## config.mk

```make
export PLATFORM = sky130hd
export DESIGN_NAME = popcount32
export DESIGN_NICKNAME = d
export VERILOG_FILES = /design/src/rtl/popcount32.sv
export SDC_FILE = /design/constraint.sdc
export NUM_CORES = 1
export LEC_CHECK = 0
export BUFFER_PORTS_ARGS = -buffer_cell sky130_fd_sc_hd__buf_2
export CAP_MARGIN = 20
export CORE_MARGIN = 4
export CORE_UTILIZATION = 53
export DETAILED_ROUTE_END_ITERATION = 6
export PLACE_DENSITY = 0.91
export SYNTH_ARGS = -nofsm -noshare
export SYNTH_HDL_FRONTEND = slang
export SYNTH_SLANG_ARGS = --single-unit
```

## constraint.sdc

```tcl
create_clock -name vclk -period 17.6
set_input_delay 2.64 -clock vclk [all_inputs]
set_output_delay 2.64 -clock vclk [all_outputs]
set_load 0.02 [all_outputs]
```

## src/rtl/popcount32.sv

```systemverilog
// Counts the set bits of a 32-bit word.
// Latency: combinational.
// Backpressure: none.
module popcount32 (
    input  logic [31:0] din,
    output logic [5:0]  cnt
);

    always_comb begin
        cnt = '0;
        for (int i = 0; i < 32; i++) begin
            cnt = cnt + {5'd0, din[i]};
        end
    end

endmodule

```

======== Word-level counts from Yosys, hierarchy flattened ========
Index checks and enable logic that the tools add are counted.
Widths: inputs -> output; s select.
storage, ports and cells
  memories ................................ 0
  bits in latches ......................... 0
  output and inout port bits .............. 6
  memory bits (writable) .................. 0
  memory bits (read-only) ................. 0
  flip-flop bits (word level) ............. 0
operators by class
  shift operators ......................... 0
  order comparisons ....................... 0
  reduce and logical (&&, ||, !) cells .... 0
  $mul .................................... 0
  eq/ne operators ......................... 0
  multiplexer cells ....................... 0
  bitwise gates (word level) .............. 0
  divide/modulo/power cells ............... 0
  $add $sub $neg .......................... 31
operators with widths
  cell         count
  $add 6x1->6  26
  $add 5x1->6  1
  $add 4x1->5  1
  $add 3x1->4  1
  $add 2x1->3  1
  $add 1x1->2  1

======== Logic depth before layout (Yosys ltp) ========
Gate-level depths: netlist of the first run.
  depth after elaboration ................. 31
  mapped depth ............................ 16

======== Least setup slack after synthesis of the first run ========
OpenSTA, ideal clock, no wires.
  kind .................................... input to output
  start ................................... in din[0]
  end ..................................... out cnt[4]
  slack ................................... 8021 ps
  arrival time ............................ 6939 ps
  cell stages on the path ................. 16
  data required time ...................... 14960 ps
  buffers on the path ..................... 0
  cell sequence ........................... inv_1 > fa_1 > inv_1 > fa_1 > fa_1 > fa_1 > fa_1 > inv_1 > fa_1 > inv_1 > ha_1 > inv_1 > fa_1 > nand2b_1 > a21oi_2 > xor2_1
between the ends
  longest elaborated chain between the ends .. 31
RTL lines
  element                    line  source
  start, declared            5     input logic [31:0] din,
  $add 1x1->2                12    cnt = cnt + {5'd0, din[i]};
  $add 2x1->3                12
  $add 3x1->4                12
  $add 4x1->5                12
  $add 5x1->6                12
  $add 6x1->6 (26 in a row)  12
  end, declared              6     output logic [5:0] cnt
Every way passes these cells.

======== Worst setup path in the final report of the first run ========
Ends and elaborated chain as after synthesis.

==> results of run 1 <==
[layer usage]
metal	part of all wire, %	GRT usage, %	vias up	routed length, um
li1	-	-	278	-
met1	25	13.6	285	385
met2	62	39.6	25	959
met3	9.8	2.37	4	151
met4	2.6	3.41	0	40
met5	0	0	-	0
[critical path, stage by stage]
cell and delay (ns):
sky130_fd_sc_hd__buf_2 0.07, sky130_fd_sc_hd__inv_1 0.04, sky130_fd_sc_hd__fa_1 0.53, sky130_fd_sc_hd__inv_1 0.05, sky130_fd_sc_hd__fa_1 0.48, sky130_fd_sc_hd__fa_1 0.55
sky130_fd_sc_hd__fa_1 0.44, sky130_fd_sc_hd__fa_1 0.51, sky130_fd_sc_hd__inv_1 0.05, sky130_fd_sc_hd__fa_1 0.45, sky130_fd_sc_hd__inv_1 0.07, sky130_fd_sc_hd__ha_1 0.16
sky130_fd_sc_hd__inv_1 0.06, sky130_fd_sc_hd__fa_1 0.39, sky130_fd_sc_hd__nand2b_1 0.18, sky130_fd_sc_hd__a21oi_2 0.13, sky130_fd_sc_hd__xor2_1 0.14, sky130_fd_sc_hd__buf_2 0.17
[worst max path at each step]
stage,to,depth (start not counted)
global route,cnt[4],18
finish,cnt[4],18
CTS,cnt[4],18
detailed placement,cnt[4],18
global placement,cnt[4],18
floorplan,cnt[4],16
[synthesized netlist by cell type]
cell type / count
sky130_fd_sc_hd__a21o_1: 1
sky130_fd_sc_hd__a21oi_2: 2
sky130_fd_sc_hd__fa_1: 24
sky130_fd_sc_hd__ha_1: 7
sky130_fd_sc_hd__inv_1: 30
sky130_fd_sc_hd__nand2_1: 2
sky130_fd_sc_hd__nand2b_1: 1
sky130_fd_sc_hd__nor2_1: 2
sky130_fd_sc_hd__o21ai_0: 1
sky130_fd_sc_hd__xnor2_1: 2
sky130_fd_sc_hd__xor2_1: 1
[cell type report]
cell class                      count  area, um2  share of cell area [%]
Multi-Input combinational cell     43        646                    66.8
Inverter                           30        113                    11.6
Tap cell                           15       18.8                    1.94
Timing Repair Buffer               38        190                    19.7
[cell families after synthesis]
| family | Yosys count |
|---|---|
| adders and majority gates | 31 |
| buffers and inverters | 30 |
| and+or+nand+nor | 5 |
| AOI/OAI and AO/OA | 4 |
| xor gates and xnor gates | 3 |
[per-stage QoR]
step | std cells | utilization (%) | hold slack (ns)
after CTS | 126 | 73.4 | 5.63
final | 126 | 73.4 | 5.63
after global routing | 126 | 73.4 | 5.65
after global placement | 126 | 73.4 | 5.62
after floorplan | 73 | - | 5.49
after detailed placement | 126 | 73.4 | 5.63
==> summary.md, run 1 <==
| Metric | Value |
|---|---|
| Most frequent cells in the layout | `38 x sky130_fd_sc_hd__buf_2, 30 x sky130_fd_sc_hd__inv_1, 24 x sky130_fd_sc_hd__fa_1, 7 x sky130_fd_sc_hd__ha_1` |
| Synthesized netlist net count | `~140` |
| Average routed wire per standard cell | `between 10 and 15 um` |
| Drc violations | `0` |
| Endpoint kind of the worst setup timing path | `output port` |
| Number of endpoints failing setup at the final stage | `0` |
| Number of optimization iterations in the first detailed-route pass | `1` |
| Max Cap Viol | `0` |
| Worst min path class | `in -> out` |
| Area overhead of the layout relative to synthesis | `27.6%` |
| Final nets | `between 150 and 200` |
| HPWL Detailed | `1600 um` |
| Slew at the pin closest to its max-slew limit | `~0.15 ns` |
| Count of different cell masters after synthesis | `11` |
| Die X | `~46 um` |
| Number of vias in the routed layout | `slightly below 600` |
| Area taken by flip-flops and latches | `0 um2` |
| Cell types with the largest area share after synthesis | `sky130_fd_sc_hd__fa_1 63%, sky130_fd_sc_hd__inv_1 15%, sky130_fd_sc_hd__ha_1 12%` |
| Count of antenna-violating nets left after detailed routing | `0` |
| Compound-cell area share of the yosys netlist | `between 3 and 4%` |
| Minimum clock period | `9.78 ns` |
| Global placer's final weighted congestion | `~0.68` |
| First-pass GRT wire length | `2570 um` |
| Number of warnings printed during yosys synthesis | `0` |
| Finished Cell Area | `slightly below 1000 um2` |
| CP startpoint kind | `input pin` |
| Number of filler instances in the final layout | `~110` |
| Area share of and/or/nand/nor cells after synthesis | `2.81%` |
| Initial Util | `57.5%` |
| DIE AREA | `2100 um2` |
| Number of endpoints with negative hold slack in the final report | `0` |
| Per-cell via count in the routed design | `approximately 4.7` |
| Worst hold path cell count | `3` |
| IO Pins | `38` |
| Clock buffer count in the final layout | `0` |
| Worst Slack Setup Final | `about 7.8 ns` |
| Fraction of post-synthesis cell area in the top cell type by area | `63.4%` |
| Mean post-synth cell area | `between 10 and 15 um2` |
| Count of routing violations after the opening detailed-route iteration | `0` |
| Share of final-layout standard cells stronger than drive strength 1 | `between 30% and 40%` |
| Gate count of the mapped netlist | `73` |
| Origin of the worst min-delay path | `din[2]` |
| Worst rel slew slack | `between 90% and 100%` |
| Pin count of the biggest net entering global routing | `4` |
| Combinational family with the most area after synthesis | `adder cells` |
| Capture endpoint of the worst hold path | `cnt[0]` |
| Number of sequential storage elements | `0` |
| # resized after CTS | `0` |
| Core Area | `approximately 1300 um2` |
| Leading area contributor after synthesis | `sky130_fd_sc_hd__fa_1` |
| Top achievable clock speed | `102 MHz` |
| Number of global-route vias before repair | `roughly 660` |
| Site row count | `13` |
| Arr. time, crit path | `approximately 7.1 ns` |
| TNS Setup | `0 ns` |
| IO Port Bufs | `38` |
| Residual overflow from global routing | `0` |
| Outcome | `completed` |
| Adder-cell share of the synthesized area | `between 70% and 80%` |
| Diodes inserted | `0` |
| Overall Global Routing Usage | `between 10% and 20%` |
| Total wire length after detailed routing | `about 1500 um` |
| Number of pins with negative max-slew slack in the final report | `0` |
| Data required time of the worst path | `14.96 ns` |
| Type of the setup path with the least slack | `in -> out` |
| RSZ-0062 raised after global routing | `no` |
| Start point of the critical path | `din[0]` |
| Leading cell type in the layout, fill and taps excluded | `sky130_fd_sc_hd__buf_2` |
| Parity-gate share of the synthesized area counting xor and xnor cells | `3.47%` |
| Seq/Total Area, Yosys | `0%` |
| Number of buffers inserted by hold repair at cts | `0` |
| Post-synthesis instance area | `between 700 and 800 um2` |
| Share of the clock period used by the worst path after layout | `~56%` |
| CP max FO | `2` |
| Multiplexer share of the synthesized area | `0%` |
| Post-place setup slack | `a little under 8 ns` |
| Die span in y | `~46 um` |
| Setup Fix Bufs, Post-CTS | `0` |
| Total placed instance area | `967 um2` |
| Initial antenna violation count | `0` |
Power of run 1 is left out: the tool's default activity adds up to more than one toggle a clock period on the data nets, which glitch-free logic cannot reach.
==> run 2, diff against run 1 <==
ABC_AREA = 1   (was not set)
CORE_UTILIZATION = 50   (was 53)
PLACE_DENSITY = 0.85   (was 0.91)
clock period = 9.05 ns   (was 17.6 ns; I/O delays follow)
==> run 2 against run 1 <==
Core utilization shrank 6.5 points. Synthesized cell count up 25%. Via count is 15% higher. Cell count rose by 15%. Die area rose by 11%. Non-clock buffer count is the same. Flip-flop and latch count unchanged. Cell area grew 5.4%. Clock-buffer cell count unchanged. Critical path depth rose by 2. Wire length up 3.2%. Critical endpoint unchanged.
==> summary.md, run 2 <==
| Metric | Value |
|---|---|
| Outcome | `completed` |
| Initial Util | `53.1% (-4.4 points)` |
| IO Port Bufs | `38 (unchanged)` |
| Residual overflow from global routing | `0 (unchanged)` |
| Leading area contributor after synthesis | `sky130_fd_sc_hd__fa_1` |
| Cell types with the largest area share after synthesis | `sky130_fd_sc_hd__fa_1 59%, sky130_fd_sc_hd__inv_1 17%, sky130_fd_sc_hd__ha_1 11%` |
| Most frequent cells in the layout | `38 x sky130_fd_sc_hd__buf_2, 36 x sky130_fd_sc_hd__inv_1, 24 x sky130_fd_sc_hd__fa_1, 11 x sky130_fd_sc_hd__nand2_1` |
| Minimum clock period | `7.11 ns` |
| Mean post-synth cell area | `8.90 um2 (-14%)` |
| RSZ-0062 raised after global routing | `no` |
| Most used standard cells in the synthesized netlist | `36 x sky130_fd_sc_hd__inv_1, 24 x sky130_fd_sc_hd__fa_1, 11 x sky130_fd_sc_hd__nand2_1` |
| Overall Global Routing Usage | `14.0% (-3.1 points)` |
| Number of pins with negative max-slew slack in the final report | `0 (unchanged)` |
| Endpoint kind of the worst setup timing path | `output port` |
| Fraction of post-synthesis cell area in the top cell type by area | `59.4% (-4.0 points)` |
| Data required time of the worst path | `7.69 ns (-7.27 ns)` |
| HPWL Detailed | `1580 um (-1.3%)` |
| DIE AREA | `2330 um2 (+11%)` |
| Total wire length after detailed routing | `1590 um (+3.2%)` |
| TNS Setup | `0 ns (unchanged)` |
| Setup Fix Bufs, Post-CTS | `0 (unchanged)` |
| Number of endpoints with negative hold slack in the final report | `0 (unchanged)` |
| CP startpoint kind | `input pin` |
| Count of routing violations after the opening detailed-route iteration | `4 (+4)` |
| Seq/Total Area, Yosys | `0% (unchanged)` |
| Diodes inserted | `0 (unchanged)` |
| Area taken by flip-flops and latches | `0 um2 (unchanged)` |
| Final nets | `194 (+10%)` |
| Type of the setup path with the least slack | `in -> out` |
| Die X | `48.2 um (+5.3%)` |
| Number of vias in the routed layout | `682 (+15%)` |
| Gate count of the mapped netlist | `91 (+25%)` |
| Initial antenna violation count | `0 (unchanged)` |
| Site row count | `14 (+1)` |
| Average routed wire per standard cell | `10.9 um (-10%)` |
| List of cells traversed by the critical path | `buf_2 -> inv_1 -> fa_1 -> inv_1 -> fa_1 -> fa_1 -> fa_1 -> fa_1 -> inv_1 -> fa_1 -> inv_1 -> ha_1 -> inv_1 -> fa_1 -> inv_1 -> nand2_1 -> nand2_1 -> nand3_1 -> nand2_1 -> buf_2` |
| Post-synthesis instance area | `810 um2 (+6.8%)` |
| Pin count of the biggest net entering global routing | `7 (+3)` |
| Core Area | `1520 um2 (+16%)` |
| Drc violations | `0 (unchanged)` |
| Count of different cell masters after synthesis | `9 (-2)` |
| Top delay family on crit path | `adder cells` |
| Number of sequential storage elements | `0 (unchanged)` |
| Count of antenna-violating nets left after detailed routing | `0 (unchanged)` |
| Area overhead of the layout relative to synthesis | `26.0%` |
| Worst min path class | `in -> out` |
| Clock buffer count in the final layout | `0 (unchanged)` |
| Number of global-route vias before repair | `650 (-1.8%)` |
| Max Cap Viol | `0 (unchanged)` |
| # resized after CTS | `0 (unchanged)` |
| Arr. time, crit path | `5.75 ns (-1.39 ns)` |
| Critical Path Most Common Cell | `sky130_fd_sc_hd__fa_1` |
| Top achievable clock speed | `141 MHz` |
| Worst rel slew slack | `86.0% (-4.1 points)` |
| CP max FO | `3 (+1)` |
| First-pass GRT wire length | `2390 um (-6.7%)` |
| Number of warnings printed during yosys synthesis | `0 (unchanged)` |
| Leading cell type in the layout, fill and taps excluded | `sky130_fd_sc_hd__buf_2` |
| Count of non-filler cells in the finished layout | `145 (+15%)` |
| Die span in y | `48.2 um (+5.3%)` |
| Count leader, synth | `sky130_fd_sc_hd__inv_1` |
| Combined buffer and inverter count along the critical path | `8 (+1)` |
| Number of endpoints failing setup at the final stage | `0 (unchanged)` |
| IO Pins | `38 (unchanged)` |
| Per-cell via count in the routed design | `4.70 (+0.11%)` |
| Number of optimization iterations in the first detailed-route pass | `4 (+3)` |
| Synthesized netlist net count | `154 (+13%)` |
| Share of the clock period used by the worst path after layout | `78.6%` |
| Number of buffers inserted by hold repair at cts | `0 (unchanged)` |
| Crit-path max cell delay | `0.55 ns (about the same)` |
| Share of final-layout standard cells stronger than drive strength 1 | `30.2% (-5.8 points)` |
| CP max stage cell | `sky130_fd_sc_hd__fa_1` |
| Slew at the pin closest to its max-slew limit | `0.210 ns (+0.0623 ns)` |
| Global placer's final weighted congestion | `0.635 (-6.7%)` |
| Inst Count DP | `145 (+15%)` |
## run 2: kinds of logic (layout without fill, tap and decap cells)
kind of cell | Yosys count | in the layout | share of synthesized area (%)
buffers and inverters | 37 | 75 | 17.2
adders and majority gates | 31 | 31 | 70.2
and+or+nand+nor | 20 | 20 | 10.4
AOI/OAI and AO/OA | 2 | 2 | 1.24
xor gates and xnor gates | 1 | 1 | 1.08
## run 2: worst paths after layout
kind  startpoint      to  slack [ns]  cells after the start
max       din[0]  cnt[4]        1.94                     20
min       din[2]  cnt[0]        3.06                      3
## run 2: layout make-up
cell class / instances / area [um2]
multi-input cells: 54 / 671
fillers: 132 / 504
repair buffers: 38 / 190
inverters: 37 / 139
well taps: 16 / 20.0
## run 2: tightest hold or removal path: cells and delay by family
kind                       cells  cell delay, ns
adders and majority gates      1            0.12
buffers and inverters          2            0.23
## run 2: stage by stage
stage / area, um2 / worst slack (ns) / hold WS [ns] / utilization (%)
floorplan: 810 / 2.25 / 2.93 / -
global placement: 1020 / 2.05 / 3.06 / 66.9
detailed placement: 1020 / 1.92 / 3.06 / 66.9
CTS: 1020 / 1.91 / 3.07 / 66.9
global route: 1020 / 1.69 / 3.08 / 66.9
finish: 1020 / 1.94 / 3.06 / 66.9
## run 2: per-layer routing
layer	part of all wire, %	track usage [%]	up-vias	routed length [um]
li1	-	-	328	-
met5	0	0	-	0
met4	0.50	1.08	0	8
met1	31	14.3	334	485
met3	4.8	0.369	2	76
met2	64	31.0	18	1020
Power of run 2 is left out for the same reason.
==> run 3, diff against run 2 <==
ABC_AREA = 0   (was 1)
CORE_UTILIZATION = 44   (was 50)
PLACE_DENSITY = 0.81   (was 0.85)
clock period = 5.8 ns   (was 9.05 ns; I/O delays follow)
==> run 3 against run 2 <==
The run now ends with negative setup slack left. Via count shrank 13%. Die area grew 5.4%. Cell count shrank 9.7%. Highest routed layer is now met3. Cell area grew 6.6%. Largest cell class unchanged. Setup slack lost 2.2 ns. Critical path type unchanged.
==> summary.md, run 3 (synthesis gave the netlist of run 1 again) <==
| Metric | Value |
|---|---|
| Number of pins with negative max-slew slack in the final report | `0 (unchanged)` |
| Inst Count DP | `130 (-10%)` |
| Number of endpoints with negative hold slack in the final report | `0 (unchanged)` |
| CP max FO | `2 (-1)` |
| Worst min path class | `in -> out` |
| Multi-input gate area in the final layout | `698 um2 (+4.1%)` |
| Slew at the pin closest to its max-slew limit | `0.188 ns (-0.0212 ns)` |
| CP endpoint | `cnt[4]` |
| IO Pins | `38 (unchanged)` |
| Final nets | `180 (-7.2%)` |
| Diodes inserted | `0 (unchanged)` |
| Drc violations | `0 (unchanged)` |
| Endpoint kind of the worst setup timing path | `output port` |
| Initial Util | `48.6% (-4.5 points)` |
| Type of the setup path with the least slack | `in -> out` |
| Number of buffers inserted by hold repair at cts | `0 (unchanged)` |
| Count of routing violations after the opening detailed-route iteration | `1 (-3)` |
| Leading cell type in the layout, fill and taps excluded | `sky130_fd_sc_hd__buf_2` |
| RSZ-0062 raised after global routing | `yes` |
| Per-cell via count in the routed design | `4.54 (-3.4%)` |
| Arr. time, crit path | `5.23 ns (-0.52 ns)` |
| CP startpoint kind | `input pin` |
| Total wire length after detailed routing | `1420 um (-10%)` |
| HPWL Detailed | `1300 um (-17%)` |
| Share of final-layout standard cells stronger than drive strength 1 | `50.4% (+20 points)` |
| Area overhead of the layout relative to synthesis | `43.4%` |
| Residual overflow from global routing | `0 (unchanged)` |
| Number of optimization iterations in the first detailed-route pass | `2 (-2)` |
| Worst rel slew slack | `87.4% (+1.4 points)` |
| Overall Global Routing Usage | `13.7% (-0.31 points)` |
| Minimum clock period | `a little over 6 ns` |
| Failing checks | `negative setup slack` |
| Clock buffer count in the final layout | `0 (unchanged)` |
| Initial antenna violation count | `0 (unchanged)` |
| Number of global-route vias before repair | `740 (+14%)` |
| Average routed wire per standard cell | `10.9 um (-0.63%)` |
| Die X | `49.5 um (+2.6%)` |
| Core Area | `1560 um2 (+2.3%)` |
| Site row count | `14 (unchanged)` |
| DIE AREA | `2450 um2 (+5.4%)` |
| Post-place setup slack | `-0.469 ns (-2.38 ns)` |
| Worst Slack Setup Final | `-0.303 ns (-2.24 ns)` |
| Number of sequential storage elements | `0 (unchanged)` |
| Count of non-filler cells in the finished layout | `131 (-9.7%)` |
| First-pass GRT wire length | `2750 um (+15%)` |
| Number of endpoints failing setup at the final stage | `5 (+5)` |
| Number of filler instances in the final layout | `116 (-12%)` |
| Start point of the critical path | `din[0]` |
| Count of antenna-violating nets left after detailed routing | `0 (unchanged)` |
| Area taken by flip-flops and latches | `0 um2 (unchanged)` |
| Data required time of the worst path | `4.93 ns (-2.76 ns)` |
| Share of the clock period used by the worst path after layout | `105%` |
| Most frequent cells in the layout | `32 x sky130_fd_sc_hd__buf_2, 24 x sky130_fd_sc_hd__inv_1, 20 x sky130_fd_sc_hd__fa_1, 6 x sky130_fd_sc_hd__ha_1` |
| Die span in y | `49.5 um (+2.6%)` |
| Max Cap Viol | `0 (unchanged)` |
| Top achievable clock speed | `164 MHz` |
| Pin count of the biggest net entering global routing | `4 (-3)` |
| IO Port Bufs | `38 (unchanged)` |
| Number of vias in the routed layout | `595 (-13%)` |
| Global placer's final weighted congestion | `0.663 (+4.3%)` |
| Outcome | `finished, violations left` |
-- run 3: cell types whose count changed in the layout (fill, tap and decap cells not counted), sizes merged --
cell    previous run  this run
a21o               0         1
inv               37        30
buf               38        42
xnor2              1         2
xor2               0         1
nand2             11         2
o21ai              0         1
nand2b             0         1
nand3              7         0
-- run 3: worst min path at each step --
stage                  end  slack, ns  startpoint  cells after the start
finish              cnt[0]       2.11      din[2]                      3
floorplan           cnt[0]       1.95      din[2]                      1
detailed placement  cnt[0]       2.09      din[2]                      3
global route        cnt[0]       2.13      din[2]                      3
global placement    cnt[0]       2.08      din[2]                      3
CTS                 cnt[0]       2.11      din[2]                      3
-- run 3: metrics by stage --
stage	setup TNS, ns	utilization, %	hold slack [ns]	instance area [um2]
after floorplan	-0.197	-	1.95	766
after global placement	-1.00	64.0	2.08	998
after detailed placement	-1.40	64.0	2.09	998
after CTS	-1.34	70.0	2.11	1090
after global routing	-1.65	69.7	2.13	1090
final	-0.861	69.7	2.11	1090
-- run 3: cell type report --
class / instances / share of cell area, %
inverter: 30 / 10.6
multi-input combinational: 43 / 64.2
tap: 16 / 1.84
timing repair buffer: 42 / 23.4
-- run 3: metal layers --
metal	track usage (%)	wire, um
met5	0	0
met4	0	0
met3	0.904	88
met2	30.1	865
met1	14.5	469
-- run 3: worst max-delay path: stages --
cell                       delay [ns]
sky130_fd_sc_hd__buf_6           0.07
sky130_fd_sc_hd__inv_4           0.03
sky130_fd_sc_hd__fa_1            0.54
sky130_fd_sc_hd__inv_2           0.04
sky130_fd_sc_hd__fa_2            0.54
sky130_fd_sc_hd__fa_1            0.46
sky130_fd_sc_hd__fa_2            0.56
sky130_fd_sc_hd__fa_1            0.42
sky130_fd_sc_hd__inv_1           0.08
sky130_fd_sc_hd__fa_1            0.42
sky130_fd_sc_hd__inv_2           0.08
sky130_fd_sc_hd__ha_4            0.14
sky130_fd_sc_hd__inv_2           0.04
sky130_fd_sc_hd__fa_2            0.34
sky130_fd_sc_hd__nand2b_4        0.16
sky130_fd_sc_hd__a21oi_4         0.15
sky130_fd_sc_hd__xor2_2          0.15
sky130_fd_sc_hd__buf_6           0.13
-- run 3: repair_timing --
| action | in CTS | in global routing |
|---|---|---|
| endpoints found under the setup margin | 5 | 5 |
| cloned | 0 | 0 |
| gates resized for setup | 23 | 5 |
| pin swaps | 15 | 11 |
| setup buffers | 2 | 1 |
Power of run 3 is left out for the same reason.
